[src/rtl/minmax_window_pkg.sv]
// -----------------------------------------------------------------------------
// minmax_window_pkg
//   Shared definitions for the windowed min/max tracker:
//     - DATA_W / CNT_W : sample width and index/count width (both 4 bits)
//     - state_t        : tracker state (IDLE = empty, ACCUM = partial window,
//                        DONE = result held on the output handshake)
// -----------------------------------------------------------------------------
package minmax_window_pkg;

  localparam int DATA_W = 4;
  localparam int CNT_W  = 4;

  typedef enum logic [1:0] {
    IDLE  = 2'd0,
    ACCUM = 2'd1,
    DONE  = 2'd2
  } state_t;

endpackage : minmax_window_pkg

[src/rtl/minmax_window_cmp.sv]
// -----------------------------------------------------------------------------
// minmax_window_cmp
//   4-bit cascaded magnitude comparator (7485-style). Compares i_a against i_b
//   from the MSB down; when the two words are equal the cascade inputs are
//   passed through so several stages can be chained.
//
//   Ports:
//     i_a, i_b          in  [DATA_W]  unsigned operands
//     i_gt, i_eq, i_lt  in  1         cascade inputs from a less-significant
//                                     stage (tie to 0/1/0 for a single stage)
//     o_gt, o_eq, o_lt  out 1         a>b, a==b, a<b (exactly one is high)
// -----------------------------------------------------------------------------
module minmax_window_cmp
  import minmax_window_pkg::*;
(
  input  logic [DATA_W-1:0] i_a,
  input  logic [DATA_W-1:0] i_b,
  input  logic              i_gt,
  input  logic              i_eq,
  input  logic              i_lt,
  output logic              o_gt,
  output logic              o_eq,
  output logic              o_lt
);

  always_comb begin
    // NOTE: every output gets a value before any branch, so no path through
    // this block can leave an output unassigned and infer a latch.
    o_gt = i_gt;
    o_eq = i_eq;
    o_lt = i_lt;
    // Walk LSB to MSB so that the most significant differing bit decides last.
    for (int i = 0; i < DATA_W; i++) begin
      if (i_a[i] && !i_b[i]) begin
        o_gt = 1'b1;
        o_eq = 1'b0;
        o_lt = 1'b0;
      end else if (!i_a[i] && i_b[i]) begin
        o_gt = 1'b0;
        o_eq = 1'b0;
        o_lt = 1'b1;
      end
    end
  end

endmodule : minmax_window_cmp

[src/rtl/minmax_window.sv]
// -----------------------------------------------------------------------------
// minmax_window
//   Windowed min/max tracker for 4-bit unsigned samples. Samples arrive on a
//   valid/ready handshake; each one is compared against the running maximum and
//   minimum by two cascaded magnitude comparators. After WINDOW accepted
//   samples the window maximum, minimum and index of the first maximum are
//   presented on a valid/ready output and held until the consumer takes them.
//
//   Optional feature (macro MINMAX_EQ_COUNT_EN): adds out_eq_cnt, the number of
//   samples in the window equal to the maximum.
//
//   Parameters:
//     WINDOW       samples per window, legal range 2..15
//   Ports:
//     clk          in   1       rising-edge clock
//     rst_n        in   1       asynchronous reset, active low
//     clear        in   1       synchronous abort of partial window / result
//     in_valid     in   1       sample present
//     in_ready     out  1       block can accept a sample
//     in_data      in   4       unsigned sample
//     out_valid    out  1       result present
//     out_ready    in   1       consumer accepts the result
//     out_max      out  4       window maximum
//     out_min      out  4       window minimum
//     out_max_idx  out  4       0-based index of the first maximum
//     out_eq_cnt   out  4       samples equal to the maximum (macro only)
// -----------------------------------------------------------------------------
module minmax_window
  import minmax_window_pkg::*;
#(
  parameter int WINDOW = 8
) (
  input  logic              clk,
  input  logic              rst_n,
  input  logic              clear,
  input  logic              in_valid,
  output logic              in_ready,
  input  logic [DATA_W-1:0] in_data,
  output logic              out_valid,
  input  logic              out_ready,
  output logic [DATA_W-1:0] out_max,
  output logic [DATA_W-1:0] out_min,
  output logic [CNT_W-1:0]  out_max_idx
`ifdef MINMAX_EQ_COUNT_EN
  ,
  output logic [CNT_W-1:0]  out_eq_cnt
`endif
);

  // Running state
  state_t              r_state;
  logic [CNT_W-1:0]    r_n;
  logic [DATA_W-1:0]   r_max;
  logic [DATA_W-1:0]   r_min;
  logic [CNT_W-1:0]    r_idx;

  // Result registers, loaded only on entry to DONE
  logic [DATA_W-1:0]   r_out_max;
  logic [DATA_W-1:0]   r_out_min;
  logic [CNT_W-1:0]    r_out_idx;

  // Comparator results
  logic w_max_gt, w_max_eq, w_max_lt;
  logic w_min_gt, w_min_eq, w_min_lt;

  logic                w_accept;
  logic                w_first;
  logic                w_last;
  logic [DATA_W-1:0]   w_nxt_max;
  logic [DATA_W-1:0]   w_nxt_min;
  logic [CNT_W-1:0]    w_nxt_idx;

  minmax_window_cmp u_cmp_max (
    .i_a  (in_data),
    .i_b  (r_max),
    .i_gt (1'b0),
    .i_eq (1'b1),
    .i_lt (1'b0),
    .o_gt (w_max_gt),
    .o_eq (w_max_eq),
    .o_lt (w_max_lt)
  );

  minmax_window_cmp u_cmp_min (
    .i_a  (in_data),
    .i_b  (r_min),
    .i_gt (1'b0),
    .i_eq (1'b1),
    .i_lt (1'b0),
    .o_gt (w_min_gt),
    .o_eq (w_min_eq),
    .o_lt (w_min_lt)
  );

  // Handshake flags come from the state register alone.
  assign in_ready  = (r_state != DONE);
  assign out_valid = (r_state == DONE);

  assign w_accept = in_valid && in_ready;
  assign w_first  = (r_state == IDLE);
  // WINDOW >= 2 keeps this false in IDLE, where r_n is always 0.
  assign w_last   = (r_state == ACCUM) && (r_n == CNT_W'(WINDOW - 1));

  always_comb begin
    w_nxt_max = r_max;
    w_nxt_min = r_min;
    w_nxt_idx = r_idx;
    if (w_first) begin
      w_nxt_max = in_data;
      w_nxt_min = in_data;
      w_nxt_idx = '0;
    end else begin
      // Only a strict G moves the maximum; ties keep the first index.
      case ({w_max_gt, w_max_eq, w_max_lt})
        3'b100: begin
          w_nxt_max = in_data;
          w_nxt_idx = r_n;
        end
        default: ;
      endcase
      case ({w_min_gt, w_min_eq, w_min_lt})
        3'b001:  w_nxt_min = in_data;
        default: ;
      endcase
    end
  end

`ifdef MINMAX_EQ_COUNT_EN
  logic [CNT_W-1:0] r_eq;
  logic [CNT_W-1:0] r_out_eq;
  logic [CNT_W-1:0] w_nxt_eq;

  always_comb begin
    w_nxt_eq = r_eq;
    if (w_first || w_max_gt) begin
      w_nxt_eq = CNT_W'(1);
    end else if (w_max_eq) begin
      w_nxt_eq = r_eq + CNT_W'(1);
    end
  end

  always_ff @(posedge clk or negedge rst_n) begin
    if (!rst_n) begin
      r_eq     <= '0;
      r_out_eq <= '0;
    end else if (!clear && w_accept) begin
      r_eq <= w_nxt_eq;
      if (w_last) begin
        r_out_eq <= w_nxt_eq;
      end
    end
  end

  assign out_eq_cnt = r_out_eq;
`endif

  always_ff @(posedge clk or negedge rst_n) begin
    // NOTE: state registers use non-blocking assignments so every register in
    // this block samples the pre-edge values, independent of statement order.
    if (!rst_n) begin
      r_state   <= IDLE;
      r_n       <= '0;
      r_max     <= '0;
      r_min     <= '0;
      r_idx     <= '0;
      r_out_max <= '0;
      r_out_min <= '0;
      r_out_idx <= '0;
    end else if (clear) begin
      // Abort wins over both handshakes; the last result stays on out_*.
      r_state <= IDLE;
      r_n     <= '0;
    end else begin
      case (r_state)
        IDLE, ACCUM: begin
          if (w_accept) begin
            r_max <= w_nxt_max;
            r_min <= w_nxt_min;
            r_idx <= w_nxt_idx;
            if (w_last) begin
              r_state   <= DONE;
              r_n       <= '0;
              r_out_max <= w_nxt_max;
              r_out_min <= w_nxt_min;
              r_out_idx <= w_nxt_idx;
            end else begin
              r_state <= ACCUM;
              r_n     <= r_n + CNT_W'(1);
            end
          end
        end
        DONE: begin
          if (out_ready) begin
            r_state <= IDLE;
          end
        end
        default: r_state <= IDLE;
      endcase
    end
  end

  assign out_max     = r_out_max;
  assign out_min     = r_out_min;
  assign out_max_idx = r_out_idx;

endmodule : minmax_window

[config.mk]
export PLATFORM = sky130hd
export DESIGN_NAME = minmax_window
export DESIGN_NICKNAME = d
export VERILOG_FILES = /design/src/rtl/minmax_window_pkg.sv /design/src/rtl/minmax_window_cmp.sv /design/src/rtl/minmax_window.sv
export SDC_FILE = /design/constraint.sdc
export NUM_CORES = 1
export LEC_CHECK = 0
export CAP_MARGIN = 5
export CORE_UTILIZATION = 50
export CTS_BUF_LIST = sky130_fd_sc_hd__clkbuf_8
export DETAILED_ROUTE_END_ITERATION = 8
export PLACE_DENSITY_LB_ADDON = 0.08
export SLEW_MARGIN = 10
export SYNTH_ARGS = -nofsm -noshare
export SYNTH_HDL_FRONTEND = slang
export SYNTH_SLANG_ARGS = --single-unit
[constraint.sdc]
create_clock -name clk -period 2.4 [get_ports clk]
set_input_delay 0.48 -clock clk [delete_from_list [all_inputs] [get_ports clk]]
set_output_delay 0.48 -clock clk [all_outputs]
set_load 0.01 [all_outputs]
==> out/results.txt <==
The flow ran to the end, and the final reports show no timing, DRC or antenna violations. Max-cap violation count: 0. Final-report hold violation count: 0. Walking the worst path, the cells encountered are inv_1 > ha_2 > or4b_4 > a41oi_4 > a31oi_4 > a21o_1 > mux2_4. Max-slew violation total from the final report: 0. The worst slew margin relative to its limit is 0.673. The critical path's largest stage delay was 0.49 ns; the mean cell area of the mapped netlist was 9.94 µm². The number of synthesized flops with an enable pin is 0, and the aggregate routed wire length is 3.86 mm. The pre-antenna-repair detailed-routing pass consisted of 4 iterations. In this run the critical register-to-register path is launched from r_max[0]$_DFFE_PN0P_. Data required time at the worst endpoint: 2.57 ns. The number of global-route vias before repair came out at 1383. The total setup buffers inserted after CTS came out at 0.

The endpoint of the most critical setup path was r_max[1]$_DFFE_PN0P_. When the netlist entered floorplanning its net count stood at 175. The violation count after the first detailed-route iteration is 61. The area added between synthesis and finish works out to 32.8%. The final-layout setup total negative slack is 0 ns, and the static leakage is 0.979 nW.

The latest clock arrival within the worst-skew pair is 0.28 ns. The width of the die was 58.6 µm; the register area was 751 µm². The final setup violation count came out at 0.

The most used flip-flop cell after synthesis is sky130_fd_sc_hd__dfrtp_1. For this run, the top clock speed supported by timing is 0.442 GHz. The worst register-to-register path ends at r_max[1]$_DFFE_PN0P_. The net count of the finished layout is 217. The worst path needs 2.26 ns of the cycle, external delays included.

23 I/O pins were placed. The synthesized design contains 30 register bits. The number of cells on the worst reg-to-reg path is 7. The critical path crosses 7 cells after its start point.

The number of placement rows was 20. Clock-pin slew was measured on the worst setup and hold paths at 0.07 ns. TritonCTS built the clock tree. The number of antenna violations at the first check in global routing was 0.

In the final routed layout, each cell accounts on average for 15.6 µm. The run gives 2 as the number of levels in the clock H-tree. The tightest min-delay check is of the reg2reg type. The area share of the leading cell type in the synthesized netlist was 0.469; the number of unique standard cell types used by synthesis was 43.

Prior to clock tree synthesis, the placed netlist has a worst setup slack of -0.453 ns. The multi-input gate area in the final layout is 828 µm². The ratio of cells with drive above 1 in the final layout is 0.196, and the routed via count divided by cell count is 5.68. Broken down by cell family, the worst path's largest delay share belongs to compound AO/OA/AOI/OAI gates. Tracing the worst setup path back leads to its startpoint at r_max[0]$_DFFE_PN0P_.

The share of synthesized flip-flops with an asynchronous set or reset is 1.00, and the global-route wire length before repair is 6.60 mm. After clock tree synthesis, the repair step resized 6 gates. Sorting the synthesized cells by area gives the leading types as sky130_fd_sc_hd__dfrtp_1 47%, sky130_fd_sc_hd__nor2_1 4.2%, sky130_fd_sc_hd__ha_1 3.9%. The half-perimeter wire length after placement was 2.87 mm. The repair_antennas step left the layout with diodes totalling 0. The logs give 0.524 for the starting density of the core and 0.887 for the final weighted congestion of routability-driven global placement. The global-route usage over all layers is 0.260.

For the number of buffers between clock root and the deepest sink, the log shows 2. The tree is rooted in a sky130_fd_sc_hd__clkbuf_8. The buffer and inverter count on the worst path came out at 1. The critical path is of the reg2reg type. Setup slack on the critical path of the routed design comes to 0.138 ns. The core region is 0.00305 mm². STA classifies the critical path endpoint as a register.

IR analysis of the VDD net gives a maximum drop of 416 µV. The count of buffers from port buffering was 22. The run gives 0 as the post-detailed-route count of antenna-violating nets. The count of unresolved DRC violations after routing is 0, and the number of warning messages in the yosys log is 0. Summed over all layers, the global routing overflow is 0.

The maximum fanout encountered on the critical timing path was 6; the signal arrival time at the worst endpoint was 2.43 ns. The cell taking the most area after synthesis was sky130_fd_sc_hd__dfrtp_1. In this run, post-CTS hold repair placed 0 buffers.

The number of buffers created by CTS was 5. Entering global routing, the biggest net connects 31 pins. The die span in y was 58.6 µm; the number of cells produced by synthesis was 161. The share of the clock period used by the worst path after layout came out at 0.942.

The detailed router placed 1408 vias in this run. Most repeated cell in the gate-level netlist after synthesis: sky130_fd_sc_hd__dfrtp_1. The die covers 0.00343 mm². The mapped cell area came out at 0.00160 mm². Sort of element at the start of the critical path: a register.

The setup check on the worst reg-to-reg path leaves a slack of 0.14 ns. The commonest cells after synthesis are 30 x sky130_fd_sc_hd__dfrtp_1, 18 x sky130_fd_sc_hd__nor2_1, 12 x sky130_fd_sc_hd__a21oi_1. The power density of the placed cells is 609 mW/mm², and the number of filler cells placed in the layout is 241. At the pin with the least slew margin, the transition time is 0.478 ns. Cell with the biggest individual delay on the critical path: sky130_fd_sc_hd__or4b_4. The sequential area share after synthesis was 0.469; the setup skew after layout was 0.00491 ns.

Count of clock tree sinks: 30. Setup repair after global routing left no endpoint under its margin.
[state kept, by name (all words and copies together), names as in the netlist]
signal / cells
out_min: 4
r_min: 4
r_max: 4
r_n: 4
out_max: 4
r_idx: 4
r_state: 2
out_max_idx: 4
[per-stage QoR]
| step | cells | hold WS, ns | cell area (µm²) | total power [mW] | util |
|---|---|---|---|---|---|
| after global routing | 248 | 0.521 | 2120 | 1.36 | 0.696 |
| after floorplan | 161 | 0.184 | 1620 | 0.751 | - |
| final | 248 | 0.481 | 2120 | 1.29 | 0.696 |
| after CTS | 248 | 0.488 | 2120 | 1.30 | 0.696 |
| after detailed placement | 240 | 0.473 | 2010 | 0.865 | 0.657 |
| after global placement | 240 | 0.463 | 2010 | 0.855 | 0.657 |
[placed cells by master (no fill, tap or decap), types with 4 or more instances in the layout]
| cell | n |
|---|---|
| sky130_fd_sc_hd__nand3_1 | 5 |
| sky130_fd_sc_hd__inv_1 | 9 |
| sky130_fd_sc_hd__a2111oi_0 | 4 |
| sky130_fd_sc_hd__a22o_1 | 4 |
| sky130_fd_sc_hd__mux2i_1 | 6 |
| sky130_fd_sc_hd__buf_4 | 17 |
| sky130_fd_sc_hd__nor2_1 | 18 |
| sky130_fd_sc_hd__a21oi_1 | 12 |
| sky130_fd_sc_hd__clkbuf_8 | 6 |
| sky130_fd_sc_hd__nand2_1 | 10 |
| sky130_fd_sc_hd__dfrtp_1 | 30 |
| sky130_fd_sc_hd__clkdlybuf4s50_1 | 21 |
| sky130_fd_sc_hd__o21ai_0 | 8 |
| sky130_fd_sc_hd__a31oi_1 | 5 |
[metal layers]
| metal | track usage | share of wire | up-vias |
|---|---|---|---|
| li1 | - | - | 679 |
| met2 | 0.378 | 0.46 | 46 |
| met5 | 0 | 0 | - |
| met1 | 0.365 | 0.47 | 672 |
| met3 | 0.0681 | 0.047 | 11 |
| met4 | 0.122 | 0.023 | 0 |
[kinds of logic after synthesis]
group                    synth area share
AO/OA/AOI/OAI                       0.229
flip-flops                          0.469
buffers and inverters              0.0399
adder cells (fa/ha/maj)            0.0391
XOR/XNOR                          0.00547
AND/OR/NAND/NOR                     0.156
multiplexers                       0.0610
[how the worst min path moves through the flow]
| stage | startpoint | endpoint | slack, ns | cells past startpoint |
|---|---|---|---|---|
| final | out_max_idx[2]$_DFFE_PN0P_ | out_max_idx[2]$_DFFE_PN0P_ | 0.48 | 1 |
| after global placement | out_max_idx[2]$_DFFE_PN0P_ | out_max_idx[2]$_DFFE_PN0P_ | 0.46 | 1 |
| after global routing | out_max_idx[2]$_DFFE_PN0P_ | out_max_idx[2]$_DFFE_PN0P_ | 0.52 | 1 |
| after detailed placement | out_max_idx[3]$_DFFE_PN0P_ | out_max_idx[3]$_DFFE_PN0P_ | 0.47 | 2 |
| after CTS | out_max_idx[3]$_DFFE_PN0P_ | out_max_idx[3]$_DFFE_PN0P_ | 0.49 | 2 |
| after floorplan | rst_n | out_max[0]$_DFFE_PN0P_ | 0.18 | 0 |
[layout make-up]
| type | instances | share of cell area |
|---|---|---|
| Multi-Input combinational cell | 116 | 0.390 |
| Sequential cell | 30 | 0.353 |
| Timing Repair Buffer | 40 | 0.168 |
| Clock buffer | 6 | 0.0389 |
| Tap cell | 44 | 0.0259 |
| Inverter | 10 | 0.0177 |
| Clock inverter | 2 | 0.00589 |
[report_power, final]
| part | switching (mW) | leakage, nW | internal, mW |
|---|---|---|---|
| Combinational | 0.144 | 0.534 | 0.143 |
| Clock | 0.190 | 0.0472 | 0.230 |
| Sequential | 0.0468 | 0.398 | 0.541 |
Power figures use the tool's default switching activity.
==> variant 1, RTL diff (same flow settings) <==
The option `MINMAX_EQ_COUNT_EN` is turned on by a define.
--- a/src/rtl/minmax_window.sv
+++ b/src/rtl/minmax_window.sv
@@ -27,2 +27,4 @@
 // -----------------------------------------------------------------------------
+`define MINMAX_EQ_COUNT_EN
+
 module minmax_window
Function (old outputs only; new: out_eq_cnt): kept (Yosys induction, for registers that start in step).
==> variant 1 against the original RTL <==
Synthesized area rose by 30%; worst setup slack improved by 0.049 ns; sequential cell count rose by 8; combinational power rose by 27%; wire length rose by 18%; clock power rose by 6.9%; synthesized cell count rose by 39%; hold slack got worse by 0.19 ns; clock skew rose by 0.0010 ns; final cell count rose by 30%; total power rose by 20%; critical path type is now in -> reg; final area rose by 23%.
==> variant 1: results (changes against the original RTL) <==
- Multiplexer share of the synthesized area: 0.05282 (was 0.06099)
- Number of port buffers: 26 (was 22)
- Adder-cell share of the synthesized area: 0.04682 (was 0.03909)
- Leading cell types by count after synthesis: dfrtp_1 (38), nand2_1 (33), nor2_1 (18) (was dfrtp_1 (30), nor2_1 (18), a21oi_1 (12))
- Leading cell types by total area after synthesis: dfrtp_1 (46%), nand2_1 (5.9%), mux2i_1 (5.3%) (was dfrtp_1 (47%), nor2_1 (4.2%), ha_1 (3.9%))
- N_diodes: 0 (unchanged)
- Post-CTS setup buffer count: 0 (unchanged)
- Pre-antenna DRT Iters: 4 (unchanged)
- Xor/xnor share of the synthesized area: 0.02941 (was 0.005473)
- Inserted Clock Buffers: 5 (unchanged)
- Share of cells above drive strength 1: 0.1471 (was 0.1961)
- Worst-path fanout max: 4 (was 6)
- Routed WL: 4.576 mm (was 3.862 mm)
- Worst-path clk slew: 0.07 ns (about the same)
- Gpl congestion: 0.8672 (was 0.8867)
- CP arrival: about 2.4 ns
- Status: complete, no violations (unchanged)
- Dpl hpwl: 3.356 mm (was 2.870 mm)
- First-pass GRT wire length: 7.721 mm (was 6.596 mm)
- Post-synth top area share: 0.4562 (was 0.4691)
- Nets: 286 (was 217)
- Vias: 1752 (was 1408)
- Largest net degree at the start of global routing: 39 (was 31)
- Antenna violations before repair: 0 (unchanged)
- Via count of the first global-routing pass: 1648 (was 1383)
- Peak VDD IR: 0.3510 mV (was 0.4158 mV)
- HP Class: in -> async (was reg -> reg)
- GRT Total Usage: 0.2341 (was 0.2603)
- Clock buffer depth: 2 (unchanged)
- Synth Warn #: 0 (unchanged)
- Drt first-iter violations: 67 (was 61)
- Layout Skew: 0.005935 ns (was 0.004908 ns)
- LEAKAGE: 1.175 nW (was 0.9786 nW)
- Compound-Gate Fraction of Synth Area: 0.1651 (was 0.2291)
- Ys async rst share: 1.000 (unchanged)
- Sequential share of the synthesized area: 0.4562 (was 0.4691)
- Slew of the pin with the lowest slew margin: 0.8563 ns (was 0.4783 ns)
- Syn_nets: 239 (was 175)
- Total gr overflow: 0 (unchanged)
- Netlist cell types: 45 (was 43)
-- variant 1: worst paths after layout --
check / endpoint / depth (start not counted) / startpoint / slack, ns
min in group clk: out_max[2]$_DFFE_PN0P_ / 2 / out_max[2]$_DFFE_PN0P_ / 0.48
max reg2reg: out_max[0]$_DFFE_PN0P_ / 8 / r_max[0]$_DFFE_PN0P_ / 0.55
min reg2reg: out_max[2]$_DFFE_PN0P_ / 2 / out_max[2]$_DFFE_PN0P_ / 0.48
min: r_max[2]$_DFFE_PN0P_ / 1 / rst_n / 0.30
max in group asynchronous: out_min[1]$_DFFE_PN0P_ / 1 / rst_n / 1.57
max: out_max[0]$_DFFE_PN0P_ / 9 / in_data[0] / 0.19
-- variant 1: kinds of logic (layout without fill, tap and decap cells) --
kind of cell | Yosys count | in the layout
AND/OR/NAND/NOR | 88 | 88
flip-flops | 38 | 38
multiplexers | 11 | 11
XOR/XNOR | 7 | 7
AO/OA/AOI/OAI | 53 | 53
adder cells (fa/ha/maj) | 8 | 8
buffers and inverters | 19 | 67
-- variant 1: critical path, cell delays in order --
cell and delay, ns:
clkdlybuf4s50_1 0.47, inv_1 0.08, ha_1 0.33, nor3b_2 0.07, o2111ai_1 0.20, nand3_2 0.15
buf_4 0.16, or3_1 0.31, a31oi_1 0.17
-- variant 1: what timing repair did --
| action | 4_1_cts | 5_1_grt |
|---|---|---|
| hold buffers | 0 | 0 |
| endpoints found under the hold margin | 0 | 0 |
| gates resized for setup | 0 | 2 |
| setup endpoints to repair | 0 | 7 |
-- variant 1: per-layer routing --
| layer | global-route usage | vias up | part of all wire |
|---|---|---|---|
| li1 | - | 878 | - |
| met1 | 0.3275 | 836 | 0.50 |
| met2 | 0.3548 | 33 | 0.45 |
| met3 | 0.05479 | 5 | 0.035 |
| met4 | 0.07447 | 0 | 0.012 |
| met5 | 0 | - | 0 |
-- variant 1: metrics by stage --
step	total power, W	instances	area, sq um	setup WS (ns)	util
floorplan	0.0009594	224	2085	0.4816	-
global placement	0.001104	314	2520	-0.1266	0.6300
detailed placement	0.001110	314	2520	-0.1485	0.6300
CTS	0.001571	322	2611	0.1575	0.6528
global route	0.001644	322	2623	0.03082	0.6556
finish	0.001554	322	2623	0.1871	0.6556
-- variant 1: final cells by class --
| class | instances | area (sq um) |
|---|---|---|
| fillers | 357 | 1378 |
| multi-input cells | 167 | 1064 |
| flip-flops and latches | 38 | 950.9 |
| repair buffers | 46 | 405.4 |
| clock buffers | 6 | 82.58 |
| well taps | 50 | 62.56 |
| inverters | 13 | 48.80 |
| clock inverters | 2 | 8.758 |
-- variant 1: power breakdown --
group | switching (W) | total, W | internal, W
registers | 0.0000532 | 0.000740 | 0.000687
logic | 0.000192 | 0.000365 | 0.000173
clock network | 0.000221 | 0.000449 | 0.000227
total | 0.000466 | 0.00155 | 0.00109
==> variant 2, RTL diff (config.mk and constraints unchanged) <==
Made on the original files. Encoding of `state_t`: now one-hot (3 bits for 3 states).
--- a/src/rtl/minmax_window_pkg.sv
+++ b/src/rtl/minmax_window_pkg.sv
@@ -12,6 +12,6 @@
 
-  typedef enum logic [1:0] {
-    IDLE  = 2'd0,
-    ACCUM = 2'd1,
-    DONE  = 2'd2
+  typedef enum logic [2:0] {
+    IDLE  = 3'b001,
+    ACCUM = 3'b010,
+    DONE  = 3'b100
   } state_t;
Formal check against the unedited RTL: same outputs for any inputs over 4 cycles, from zero or initial values and one cycle with rst_n low; so few cycles prove little.
==> variant 2 against the original RTL <==
Core utilization grew 3.7 points; worst setup slack gained 0.052 ns; total power grew 25%; sequential cell count grew 1; wire length grew 6.1%; count of clock-buffer cells in the layout is the same; critical path depth shrank 1; critical endpoint is now r_max[2]$_DFFE_PN0P_; final cell count grew 5.6%; critical path type is now in -> reg; final area grew 8.8%; fmax grew 2.3%; synthesized area grew 7.7%; via count grew 7.7%.
==> variant 2: results (changes against the original RTL) <==
- Status: complete, no violations (unchanged)
- CP arrival: 2.38 ns (was 2.43 ns)
- Syn_nets: 182 (was 175)
- First-pass GRT wire length: 6.686 mm (was 6.596 mm)
- GRT Total Usage: 0.2517 (was 0.2603)
- Met2 wire length: 2.041 mm (was 1.763 mm)
- Switching part of the total: 0.3081 (was 0.2942)
- CP delay by family, top: buffers and inverters (was compound AO/OA/AOI/OAI gates)
- Max-slew headroom: 0.7394 (was 0.6729)
- Drt first-iter violations: 74 (was 61)
- Share of cells above drive strength 1: 0.2294 (was 0.1961)
- Reg-to-reg setup timing slack: 0.43 ns (was 0.14 ns)
- Slowest-stage cell, CP: clkdlybuf4s50_1 (was or4b_4)
- Fmax: 452.5 MHz (was 442.1 MHz)
- Vias: 1516 (was 1408)
- Most area-hungry cell type in the Yosys netlist: dfrtp_1 (unchanged)
- # resized after CTS: 0 (was 6)
- Largest net degree at the start of global routing: 32 (was 31)
- Leading cell types by total area after synthesis: dfrtp_1 (44%), nor2_1 (3.7%), ha_1 (3.6%) (was dfrtp_1 (47%), nor2_1 (4.2%), ha_1 (3.9%))
- Layout Skew: 0.006570 ns (was 0.004908 ns)
- LEAKAGE: 1.028 nW (was 0.9786 nW)
- Final hold slack: 0.4804 ns (was 0.4811 ns)
- Via count of the first global-routing pass: 1450 (was 1383)
- Multiplexer share of the synthesized area: 0.04354 (was 0.06099)
- Post-Synthesis Cells: 168 (was 161)
- Fillers: 236 (was 241)
- Compound-Gate Fraction of Synth Area: 0.2431 (was 0.2291)
- Placed Area: 2153 sq um (was 2006 sq um)
- Xor/xnor share of the synthesized area: 0.01016 (was 0.005473)
- Placed Cells: 253 (was 240)
- Dpl hpwl: 3.027 mm (was 2.870 mm)
- Leading cell types by count after synthesis: dfrtp_1 (30), nor2_1 (17), nand2_1 (11) (was dfrtp_1 (30), nor2_1 (18), a21oi_1 (12))
- Peak VDD IR: 0.4659 mV (was 0.4158 mV)
- Max stage delay on crit path: 0.67 ns (was 0.49 ns)
- Post-Route M1 WL: 1.863 mm (was 1.826 mm)
- Met3 routed WL: 140 um (was 183 um)
- Adder-cell share of the synthesized area: 0.03628 (was 0.03909)
- Storage element area: 777.0 sq um (was 750.7 sq um)
- Routed WL: 4.097 mm (was 3.862 mm)
- Avg Vias per Cell: 5.786 (was 5.677)
- Pre-CTS setup slack: -0.3155 ns (was -0.4527 ns)
- Gpl congestion: 0.9492 (was 0.8867)
- Netlist cell types: 46 (was 43)
## variant 2: changes by cell type in the layout (fill, tap and decap cells not counted), sizes merged, moves of 4 or more
cell | before | now
a21oi | 12 | 8
nand2b | 3 | 8
buf | 18 | 23
a32o | 0 | 4
a22o | 4 | 0
## variant 2: area by class of cell
class | count | share of cell area
multi-input cells | 125 | 0.4037
clock buffers | 6 | 0.03571
flip-flops and latches | 31 | 0.3360
repair buffers | 45 | 0.1710
inverters | 9 | 0.01461
clock inverters | 2 | 0.01515
well taps | 44 | 0.02381
## variant 2: final timing paths
kind / startpoint / endpoint / cells after the start
min reg2reg: out_min[3]$_DFFE_PN0P_ / out_min[3]$_DFFE_PN0P_ / 2
max in group asynchronous: rst_n / r_state[0]$_DFFE_PN1P_ / 2
min: out_min[3]$_DFFE_PN0P_ / out_min[3]$_DFFE_PN0P_ / 2
max reg2reg: r_min[0]$_DFFE_PN0P_ / r_min[1]$_DFFE_PN0P_ / 5
max: in_data[1] / r_max[2]$_DFFE_PN0P_ / 6
min in group asynchronous: rst_n / out_min[2]$_DFFE_PN0P_ / 2
## variant 2: power groups by stage
stage | Combinational, W | Sequential (W) | Clock (W)
floorplan | 0.000266 | 0.000635 | 0
global placement | 0.000401 | 0.000648 | 0
detailed placement | 0.000418 | 0.000651 | 0
CTS | 0.000420 | 0.000642 | 0.000538
global route | 0.000487 | 0.000654 | 0.000564
finish | 0.000442 | 0.000647 | 0.000534
## variant 2: layer usage
metal,vias to the layer above,global-route usage
li1,721,-
met1,750,0.3252
met2,40,0.4160
met3,5,0.04051
met4,0,0.1136
met5,-,0
## variant 2: tightest hold or removal path: cells and delay by family (launching register included)
kind	cells	cell delay, ns
flip-flops	1	0.35
AND/OR/NAND/NOR	2	0.10
